==> src/rtl/hdmi_pixel_align_if.sv <==
// Pixel-side signal bundle between timing generator / frame buffer and the
// alignment stage; slave is the aligner, master is whoever drives it.
interface hdmi_pixel_align_if;
  logic        I_pattern_en;
  logic        I_vs;
  logic        I_hs;
  logic        I_de;
  logic        I_den;
  logic [15:0] I_data;
  logic        O_vs;
  logic        O_hs;
  logic        O_de;
  logic [7:0]  O_r;
  logic [7:0]  O_g;
  logic [7:0]  O_b;
  logic [15:0] O_underflow_cnt;
  logic        O_frame_err;

  modport master (
    output I_pattern_en, I_vs, I_hs, I_de, I_den, I_data,
    input  O_vs, O_hs, O_de, O_r, O_g, O_b, O_underflow_cnt, O_frame_err
  );

  modport slave (
    input  I_pattern_en, I_vs, I_hs, I_de, I_den, I_data,
    output O_vs, O_hs, O_de, O_r, O_g, O_b, O_underflow_cnt, O_frame_err
  );
endinterface

==> src/rtl/hdmi_pixel_align.sv <==
// Aligns VS/HS/DE to frame-buffer read latency, expands RGB565 to RGB888,
// fills underflowed pixels, optional colour bars, per-frame underflow stats.
module hdmi_pixel_align #(
  parameter int unsigned RD_LATENCY = 2,
  parameter int unsigned BAR_W      = 160,
  parameter logic [23:0] FILL_RGB   = 24'hFF00FF
) (
  input  logic              I_pxl_clk,
  input  logic              I_rst_n,
  hdmi_pixel_align_if.slave bus
);

  localparam int unsigned XW = 11;
  localparam int unsigned CW = 16;
  localparam logic [XW-1:0] X_MAX   = '1;
  localparam logic [CW-1:0] CNT_MAX = '1;

  logic [RD_LATENCY-1:0] vs_dly_q, vs_dly_d;
  logic [RD_LATENCY-1:0] hs_dly_q, hs_dly_d;
  logic [RD_LATENCY-1:0] de_dly_q, de_dly_d;

  logic          vs_o_q, hs_o_q, de_o_q;
  logic [23:0]   rgb_q, rgb_d;
  logic [XW-1:0] x_q, x_d;
  logic [CW-1:0] uf_acc_q, uf_acc_d;
  logic [CW-1:0] uf_cnt_q, uf_cnt_d;
  logic          err_acc_q, err_acc_d;
  logic          frame_err_q, frame_err_d;
  logic          pat_sel_q, pat_sel_d;

  logic          vs_tap, hs_tap, de_tap;
  logic          boundary, underflow, spurious;
  logic [2:0]    bar_idx;

  function automatic logic [23:0] rgb565_to_888(input logic [15:0] d);
    return {d[15:11], d[15:13], d[10:5], d[10:9], d[4:0], d[4:2]};
  endfunction

  function automatic logic [23:0] bar_colour(input logic [2:0] bar);
    logic [23:0] c;
    case (bar)
      3'd0:    c = 24'hFFFFFF;
      3'd1:    c = 24'hFFFF00;
      3'd2:    c = 24'h00FFFF;
      3'd3:    c = 24'h00FF00;
      3'd4:    c = 24'hFF00FF;
      3'd5:    c = 24'hFF0000;
      3'd6:    c = 24'h0000FF;
      default: c = 24'h000000;
    endcase
    return c;
  endfunction

  // Sync delay line; bit k-1 holds the input delayed by k cycles
  always_comb begin
    vs_dly_d    = vs_dly_q;
    hs_dly_d    = hs_dly_q;
    de_dly_d    = de_dly_q;
    vs_dly_d[0] = bus.I_vs;
    hs_dly_d[0] = bus.I_hs;
    de_dly_d[0] = bus.I_de;
    for (int k = 1; k < int'(RD_LATENCY); k++) begin
      vs_dly_d[k] = vs_dly_q[k-1];
      hs_dly_d[k] = hs_dly_q[k-1];
      de_dly_d[k] = de_dly_q[k-1];
    end
  end

  assign vs_tap = vs_dly_q[RD_LATENCY-1];
  assign hs_tap = hs_dly_q[RD_LATENCY-1];
  assign de_tap = de_dly_q[RD_LATENCY-1];

  // vs_o_q is the tap's value one cycle earlier
  assign boundary  = vs_tap & ~vs_o_q;
  assign underflow = de_tap & ~pat_sel_q & ~bus.I_den;
  assign spurious  = ~de_tap & ~pat_sel_q & bus.I_den;

  // Bar index: number of bar edges at or left of x, which clamps to 7
  always_comb begin
    bar_idx = '0;
    for (int unsigned i = 1; i < 8; i++) begin
      if (32'(x_q) >= i * BAR_W) bar_idx = 3'(i);
    end
  end

  always_comb begin
    rgb_d       = '0;
    x_d         = '0;
    uf_acc_d    = uf_acc_q;
    uf_cnt_d    = uf_cnt_q;
    err_acc_d   = err_acc_q | spurious;
    frame_err_d = frame_err_q;
    pat_sel_d   = pat_sel_q;

    if (de_tap) begin
      x_d = (x_q == X_MAX) ? x_q : x_q + XW'(1);
      if (pat_sel_q)      rgb_d = bar_colour(bar_idx);
      else if (bus.I_den) rgb_d = rgb565_to_888(bus.I_data);
      else                rgb_d = FILL_RGB;
    end

    if (underflow && uf_acc_q != CNT_MAX) uf_acc_d = uf_acc_q + CW'(1);

    // Publish the closing frame; this cycle's events belong to the new one
    if (boundary) begin
      uf_cnt_d    = uf_acc_q;
      frame_err_d = err_acc_q | (uf_acc_q != '0);
      uf_acc_d    = CW'(underflow);
      err_acc_d   = spurious;
      pat_sel_d   = bus.I_pattern_en;
    end
  end

  always_ff @(posedge I_pxl_clk or negedge I_rst_n) begin
    if (!I_rst_n) begin
      vs_dly_q    <= '0;
      hs_dly_q    <= '0;
      de_dly_q    <= '0;
      vs_o_q      <= 1'b0;
      hs_o_q      <= 1'b0;
      de_o_q      <= 1'b0;
      rgb_q       <= '0;
      x_q         <= '0;
      uf_acc_q    <= '0;
      uf_cnt_q    <= '0;
      err_acc_q   <= 1'b0;
      frame_err_q <= 1'b0;
      pat_sel_q   <= 1'b0;
    end else begin
      vs_dly_q    <= vs_dly_d;
      hs_dly_q    <= hs_dly_d;
      de_dly_q    <= de_dly_d;
      vs_o_q      <= vs_tap;
      hs_o_q      <= hs_tap;
      de_o_q      <= de_tap;
      rgb_q       <= rgb_d;
      x_q         <= x_d;
      uf_acc_q    <= uf_acc_d;
      uf_cnt_q    <= uf_cnt_d;
      err_acc_q   <= err_acc_d;
      frame_err_q <= frame_err_d;
      pat_sel_q   <= pat_sel_d;
    end
  end

  assign bus.O_vs            = vs_o_q;
  assign bus.O_hs            = hs_o_q;
  assign bus.O_de            = de_o_q;
  assign bus.O_r             = rgb_q[23:16];
  assign bus.O_g             = rgb_q[15:8];
  assign bus.O_b             = rgb_q[7:0];
  assign bus.O_underflow_cnt = uf_cnt_q;
  assign bus.O_frame_err     = frame_err_q;

endmodule
==> src/flat_wrapper.sv <==
// flat-port wrapper written by rule: the top's interface ports become plain ports
module hdmi_pixel_align_flat 
#(
  parameter int unsigned RD_LATENCY = 2,
  parameter int unsigned BAR_W      = 160,
  parameter logic [23:0] FILL_RGB   = 24'hFF00FF
)
  (I_pxl_clk, I_rst_n, bus_I_pattern_en, bus_I_vs, bus_I_hs, bus_I_de, bus_I_den, bus_I_data, bus_O_vs, bus_O_hs, bus_O_de, bus_O_r, bus_O_g, bus_O_b, bus_O_underflow_cnt, bus_O_frame_err);
  hdmi_pixel_align_if bus_i ();
  input  logic I_pxl_clk;
  input  logic I_rst_n;
  input wire logic [$bits(bus_i.I_pattern_en)-1:0] bus_I_pattern_en;
  input wire logic [$bits(bus_i.I_vs)-1:0] bus_I_vs;
  input wire logic [$bits(bus_i.I_hs)-1:0] bus_I_hs;
  input wire logic [$bits(bus_i.I_de)-1:0] bus_I_de;
  input wire logic [$bits(bus_i.I_den)-1:0] bus_I_den;
  input wire logic [$bits(bus_i.I_data)-1:0] bus_I_data;
  output wire logic [$bits(bus_i.O_vs)-1:0] bus_O_vs;
  output wire logic [$bits(bus_i.O_hs)-1:0] bus_O_hs;
  output wire logic [$bits(bus_i.O_de)-1:0] bus_O_de;
  output wire logic [$bits(bus_i.O_r)-1:0] bus_O_r;
  output wire logic [$bits(bus_i.O_g)-1:0] bus_O_g;
  output wire logic [$bits(bus_i.O_b)-1:0] bus_O_b;
  output wire logic [$bits(bus_i.O_underflow_cnt)-1:0] bus_O_underflow_cnt;
  output wire logic [$bits(bus_i.O_frame_err)-1:0] bus_O_frame_err;
  assign bus_i.I_pattern_en = bus_I_pattern_en;
  assign bus_i.I_vs = bus_I_vs;
  assign bus_i.I_hs = bus_I_hs;
  assign bus_i.I_de = bus_I_de;
  assign bus_i.I_den = bus_I_den;
  assign bus_i.I_data = bus_I_data;
  assign bus_O_vs = bus_i.O_vs;
  assign bus_O_hs = bus_i.O_hs;
  assign bus_O_de = bus_i.O_de;
  assign bus_O_r = bus_i.O_r;
  assign bus_O_g = bus_i.O_g;
  assign bus_O_b = bus_i.O_b;
  assign bus_O_underflow_cnt = bus_i.O_underflow_cnt;
  assign bus_O_frame_err = bus_i.O_frame_err;
  hdmi_pixel_align #(.RD_LATENCY(RD_LATENCY), .BAR_W(BAR_W), .FILL_RGB(FILL_RGB)) u_core (.I_pxl_clk(I_pxl_clk), .I_rst_n(I_rst_n), .bus(bus_i));
endmodule
==> config.mk <==
export PLATFORM = sky130hd
export DESIGN_NAME = hdmi_pixel_align_flat
export DESIGN_NICKNAME = d
export VERILOG_FILES = /design/src/rtl/hdmi_pixel_align_if.sv /design/src/rtl/hdmi_pixel_align.sv /design/src/flat_wrapper.sv
export SDC_FILE = /design/constraint.sdc
export NUM_CORES = 1
export LEC_CHECK = 0
export BUFFER_PORTS_ARGS = -buffer_cell sky130_fd_sc_hd__buf_2
export CELL_PAD_IN_SITES_DETAIL_PLACEMENT = 1
export CELL_PAD_IN_SITES_GLOBAL_PLACEMENT = 2
export CORE_ASPECT_RATIO = 0.6
export CORE_MARGIN = 2
export CORE_UTILIZATION = 30
export DETAILED_ROUTE_END_ITERATION = 6
export HOLD_SLACK_MARGIN = 0.1
export PLACE_DENSITY_LB_ADDON = 0.1
export SLEW_MARGIN = 0
export SYNTH_ARGS = -nofsm -noshare
export SYNTH_HDL_FRONTEND = slang
export SYNTH_SLANG_ARGS = --single-unit
==> constraint.sdc <==
create_clock -name I_pxl_clk -period 2.75 [get_ports I_pxl_clk]
set_clock_uncertainty 0.05 [all_clocks]
set_input_delay 0.1375 -clock I_pxl_clk [delete_from_list [all_inputs] [get_ports I_pxl_clk]]
set_output_delay 0.1375 -clock I_pxl_clk [all_outputs]
set_load 0.005 [all_outputs]
### Word level (Yosys, flattened, before mapping)

Index checks and enable logic that the tools add are counted.

* output and inout port bits: 44
* bits in registers: 79
* bits of input ports: 23
* logic and storage cells: 62

* add/subtract/negate cells: 2
* magnitude comparators: 7
* bitwise operators: 11
* multiplexer cells: 16
* eq/ne operators: 9
* reduce and logical (&&, ||, !) cells: 4

Operators with widths (count)
* one-hot mux 24 bit (7 select lines): 1
* two-way mux 24 bit: 3
* greater-or-equal comparator 11 x 10 -> 1 bit (second input constant): 3
* two-way mux 16 bit: 2
* greater-or-equal comparator 11 x 9 -> 1 bit (second input constant): 2
* two-way mux 11 bit: 2
* adder 16 x 1 -> 16 bit (second input constant): 1
* != test 16 bit (second input constant): 1
* nonzero test 16 bit: 1
* two-way mux 3 bit: 4
* adder 11 x 1 -> 11 bit (second input constant): 1
* == test 11 bit (second input constant): 1
* greater-or-equal comparator 11 bit (second input constant): 1
* greater-or-equal comparator 11 x 8 -> 1 bit (second input constant): 1
* == test 3 bit (second input constant): 3
* == test 3 x 2 -> 1 bit (second input constant): 2
* AND 1 bit: 5
* two-way mux 2 bit: 2
* NOT 1 bit: 4
* == test 3 x 1 -> 1 bit (second input constant): 1
* logical NOT 3 bit: 1
* two-way mux 1 bit: 2
* != test 2 bit (second input constant): 1
* OR 1 bit: 2
* other kinds (2): 2

### Depth between registers and ports, before layout

* word-level depth: 12
* depth in mapped cells: 6
* mapped depth without buffers: 5

### Worst setup path before layout

Ideal clock, no wire load.

* path kind: register to register
* start: register u_core.de_dly_q[1]
* end: register u_core.uf_acc_q[11]
* period minus slack after synthesis: 2166 ps
* path buffers: 1
* data arrival time: 2038 ps
* stages on the path, launching flop included: 6
* library setup time: 78 ps
* slack: 584 ps
* data required time: 2622 ps
* path through: dfrtp_1 -> or3b_4 -> or4_1 -> buf_2 -> or4_1 -> a21oi_1

* cells in the longest elaborated chain, start to end: 4

RTL lines
* from (decl): line hdmi_pixel_align.sv:20 `logic [RD_LATENCY-1:0] de_dly_q, de_dly_d;`
* from (signal assigned): line hdmi_pixel_align.sv:132 `de_dly_q <= de_dly_d;`
* AND 1 bit (2 in series): line hdmi_pixel_align.sv:75 `assign underflow = de_tap & ~pat_sel_q & ~bus.I_den;`
* logical AND 1 bit: line hdmi_pixel_align.sv:102 `if (underflow && uf_acc_q != CNT_MAX) uf_acc_d = uf_acc_q + CW'(1);`
* nonzero test 2 bit (no source line)
* to (signal assigned): line hdmi_pixel_align.sv:138 `uf_acc_q <= uf_acc_d;`
* to (decl): line hdmi_pixel_align.sv:25 `logic [CW-1:0] uf_acc_q, uf_acc_d;`

No other way between the ends.
A chain may end at the register's enable or synchronous reset.

### Worst setup path after layout

* start: register u_core.pat_sel_q
* end: register u_core.uf_acc_q[13]

* cells in the longest elaborated chain, start to end: 5

RTL lines
* from (decl): line hdmi_pixel_align.sv:29 `logic pat_sel_q, pat_sel_d;`
* from (signal assigned): line hdmi_pixel_align.sv:142 `pat_sel_q <= pat_sel_d;`
* NOT 1 bit: line hdmi_pixel_align.sv:75
* AND 1 bit (2 in series): line hdmi_pixel_align.sv:75
* logical AND 1 bit: line hdmi_pixel_align.sv:102
* nonzero test 2 bit (no source line)

No other way between the ends.

==> summary.md <==
| Metric | Value |
|---|---|
| Max Cap Violations | `0` |
| H-tree depth | `3` |
| Synthesis Warnings | `0` |
| Crit Path Max Fanout | `11` |
| PortBufs | `66` |
| Antenna-violating nets left | `0` |
| Die area | `11,500 um^2` |
| Via/cell ratio | `4.84` |
| FMAX | `417 MHz` |
| FP Rows | `29` |
| Vias | `2,666` |
| Complex-gate fraction of the synthesized area | `0.140` |
| DRT iter0 DRCs | `155` |
| Critical path capture point type | `register` |
| Chip Width | `137 um` |
| Syn_area_per_cell | `9.76 um^2` |
| Fill cells | `1,217` |
| P_leak | `1.91 nW` |
| Sink Count | `71` |
| FF+latch count, synth | `71` |
| Register-to-register setup slack | `0.35 ns` |
| Worst Path Required | `2.96 ns` |
| Grt total ovfl | `0` |
| Initial antenna violation count | `0` |
| Synth Area in Simple Gates | `0.206` |
| Register area | `1780 um^2` |
| CP startpoint kind | `register` |
| CTS tree | `done` |
| EDFF count, synth | `0` |
| Die Span Y | `83.8 um` |
| Final Max Slew Viols | `0` |
| Final setup fails | `0` |
| DRT Pass-1 Iters | `4` |
| Total negative slack | `0 ns` |
| Slew at the pin with the worst max-slew slack | `0.950 ns` |
| Deepest clock path buffer count | `2` |
| Max_slew headroom | `0.367` |
| Core area | `10,500 um^2` |
| Number of global-route vias before repair | `2,731` |
| Unrepaired setup endpoints after global routing | `no` |
| Clock transition at the registers of the reported paths | `0.06 ns` |
| Final #Nets | `434` |
| CP arrival | `2.61 ns` |
| Most frequent cells in the layout | `dfrtp_1 (71), buf_2 (66), nand2_1 (57)` |
| GPL Wtd Cong | `0.765` |
| ANT cells | `0` |
| Hold Path Class | `input pin to register` |
| HP Start | `bus_I_den` |
| Setup CP Type | `register to register` |
| Synth Cell Area | `3180 um^2` |
| # DRC | `0` |
| Layout area overhead | `28.9%` |
| Final WL | `8.94 mm` |
| Number of buffers created by CTS | `9` |
| Mapped Nets | `353` |
| DR WL/cell | `16.2 um` |
| Synth Instances | `326` |
| Worst-Skew Late Latency | `0.33 ns` |
| Proportion of synthesized area in mux cells | `0.0161` |
| Synth unique cells | `47` |
| Post-synthesis adder-cell area fraction | `0.0157` |
| Seq/Total Area, Yosys | `0.558` |
| CP startpoint | `u_core.pat_sel_q$_DFFE_PN0P_` |
| VDD IR max | `0.279 mV` |
| Pwr Total | `2.52 mW` |
| XOR/XNOR share of the synthesized area | `0.0110` |
| Pwr dens | `615 nW/um^2` |
| Largest net degree at the start of global routing | `72` |
| Clock Root Buffer | `clkbuf_16` |
| Final worst-path cycle share | `0.873` |
| Multi-input logic area | `1240 um^2` |
| Fin. Hold Viols | `0` |
| DP HPWL | `6.28 mm` |
| Layout cells sized above 1 | `0.235` |
| Initial Util | `0.304` |
| Outcome | `completed` |
| Min cycle time layout | `2.40 ns` |
| Ys async rst share | `1.00` |
| FF-to-FF Start | `u_core.pat_sel_q$_DFFE_PN0P_` |
| Num ports | `67` |
| Main synth FF type | `dfrtp_1` |
| Main combinational cell family by area after synthesis | `simple AND/OR/NAND/NOR gates` |
| Total track usage | `0.170` |
| Commonest non-fill, non-tap cell in the layout | `dfrtp_1` |
| Global-route wire length before repair | `14.8 mm` |
[stage by stage]
| step | hold WS (ns) | cells | instance area (um^2) | setup WS, ns | util |
|---|---|---|---|---|---|
| 4_1_cts | 0.120 | 551 | 4100 | 0.343 | 0.393 |
| 3_5_place_dp | 0.198 | 514 | 3600 | 0.355 | 0.345 |
| 2_1_floorplan | -0.208 | 326 | 3180 | 0.584 | - |
| 3_3_place_gp | 0.196 | 514 | 3600 | 0.401 | 0.345 |
| 6_report | 0.137 | 551 | 4100 | 0.350 | 0.393 |
| 5_1_grt | 0.140 | 551 | 4100 | 0.226 | 0.393 |
[final timing paths]
kind | to | cells after the start
worst max-delay path | u_core.uf_acc_q[13]$_DFFE_PN0P_ | 4
worst min-delay path | u_core.rgb_q[10]$_DFF_PN0_ | 3
worst max register to register | u_core.uf_acc_q[13]$_DFFE_PN0P_ | 4
worst min register to register | u_core.vs_dly_q[1]$_DFF_PN0_ | 0
max in group asynchronous | u_core.bus.O_underflow_cnt[2]$_DFFE_PN0P_ | 3
min in group asynchronous | u_core.rgb_q[5]$_DFF_PN0_ | 3
[critical path, stage by stage, from the launching register on]
cell and delay (ns):
dfrtp_1 0.50, or3b_4 0.46, or4_1 0.66, or4_1 0.50
a21oi_1 0.15
[synthesized netlist by cell type, types with 2 or more instances]
master,count,area share
nor2_1,28,0.033
a41oi_1,2,0.0055
dfrtp_1,71,0.56
inv_1,11,0.013
nand4_1,5,0.0098
o21ai_0,22,0.035
or3_1,4,0.0079
xor2_1,3,0.0083
a21o_1,2,0.0047
clkbuf_1,11,0.013
nor4_1,5,0.0098
o31ai_1,7,0.017
a31oi_1,3,0.0059
buf_4,8,0.019
nand3_1,5,0.0079
nor3b_1,2,0.0047
o211ai_1,2,0.0047
nand2b_1,3,0.0059
a31o_2,2,0.0055
or2_2,4,0.0079
ha_1,4,0.016
mux2i_1,4,0.013
and2_1,3,0.0059
or4_1,6,0.014
o311ai_0,2,0.0055
o21a_1,6,0.014
nand2_1,57,0.067
nor2b_1,3,0.0059
a21oi_1,18,0.028
nor3_1,6,0.0094
[logic make-up (layout without fill, tap and decap cells)]
kind of cell,count (synthesis),in the layout
buffers and inverters,34,120
adder cells (fa/ha/maj),4,4
XOR/XNOR,4,4
multiplexers,5,5
flip-flops,71,71
AO/OA/AOI/OAI,71,71
AND/OR/NAND/NOR,137,137
[sequential cells by signal, summed over array words and instances, names as in the netlist]
name,cells
u_core.hs_dly_q,2
u_core.rgb_q,16
u_core.bus.O_vs,1
u_core.bus.O_underflow_cnt,16
u_core.vs_dly_q,2
u_core.bus.O_de,1
u_core.de_dly_q,2
u_core.x_q,11
u_core.pat_sel_q,1
u_core.err_acc_q,1
u_core.bus.O_hs,1
u_core.uf_acc_q,16
u_core.bus.O_frame_err,1
[area by class of cell]
type / count / area share
multi-input cells: 221 / 0.302
clock inverters: 6 / 0.0149
repair buffers: 92 / 0.141
flip-flops and latches: 71 / 0.433
clock buffers: 10 / 0.0558
inverters: 12 / 0.0110
well taps: 139 / 0.0424
[per-layer routing]
layer / vias to the layer above / track usage / part of all wire
met1: 1293 / 0.277 / 0.56
li1: 1293 / - / -
met5: - / 0 / 0
met3: 9 / 0.0516 / 0.061
met2: 71 / 0.210 / 0.37
met4: 0 / 0.0478 / 0.0092
[where the power goes]
group / total [mW] / switching [mW] / internal (mW)
sequential: 1.14 / 0.0377 / 1.10
clock: 1.14 / 0.446 / 0.699
combinational: 0.240 / 0.130 / 0.110
total: 2.52 / 0.614 / 1.91
[repair_timing]
item | in CTS | in global routing
buffers inserted | 0 | 0
hold endpoints to repair | 91 | 0
hold buffers | 21 | 0
resized for setup | 0 | 0
No activity file was read; power rests on OpenSTA's default activity.
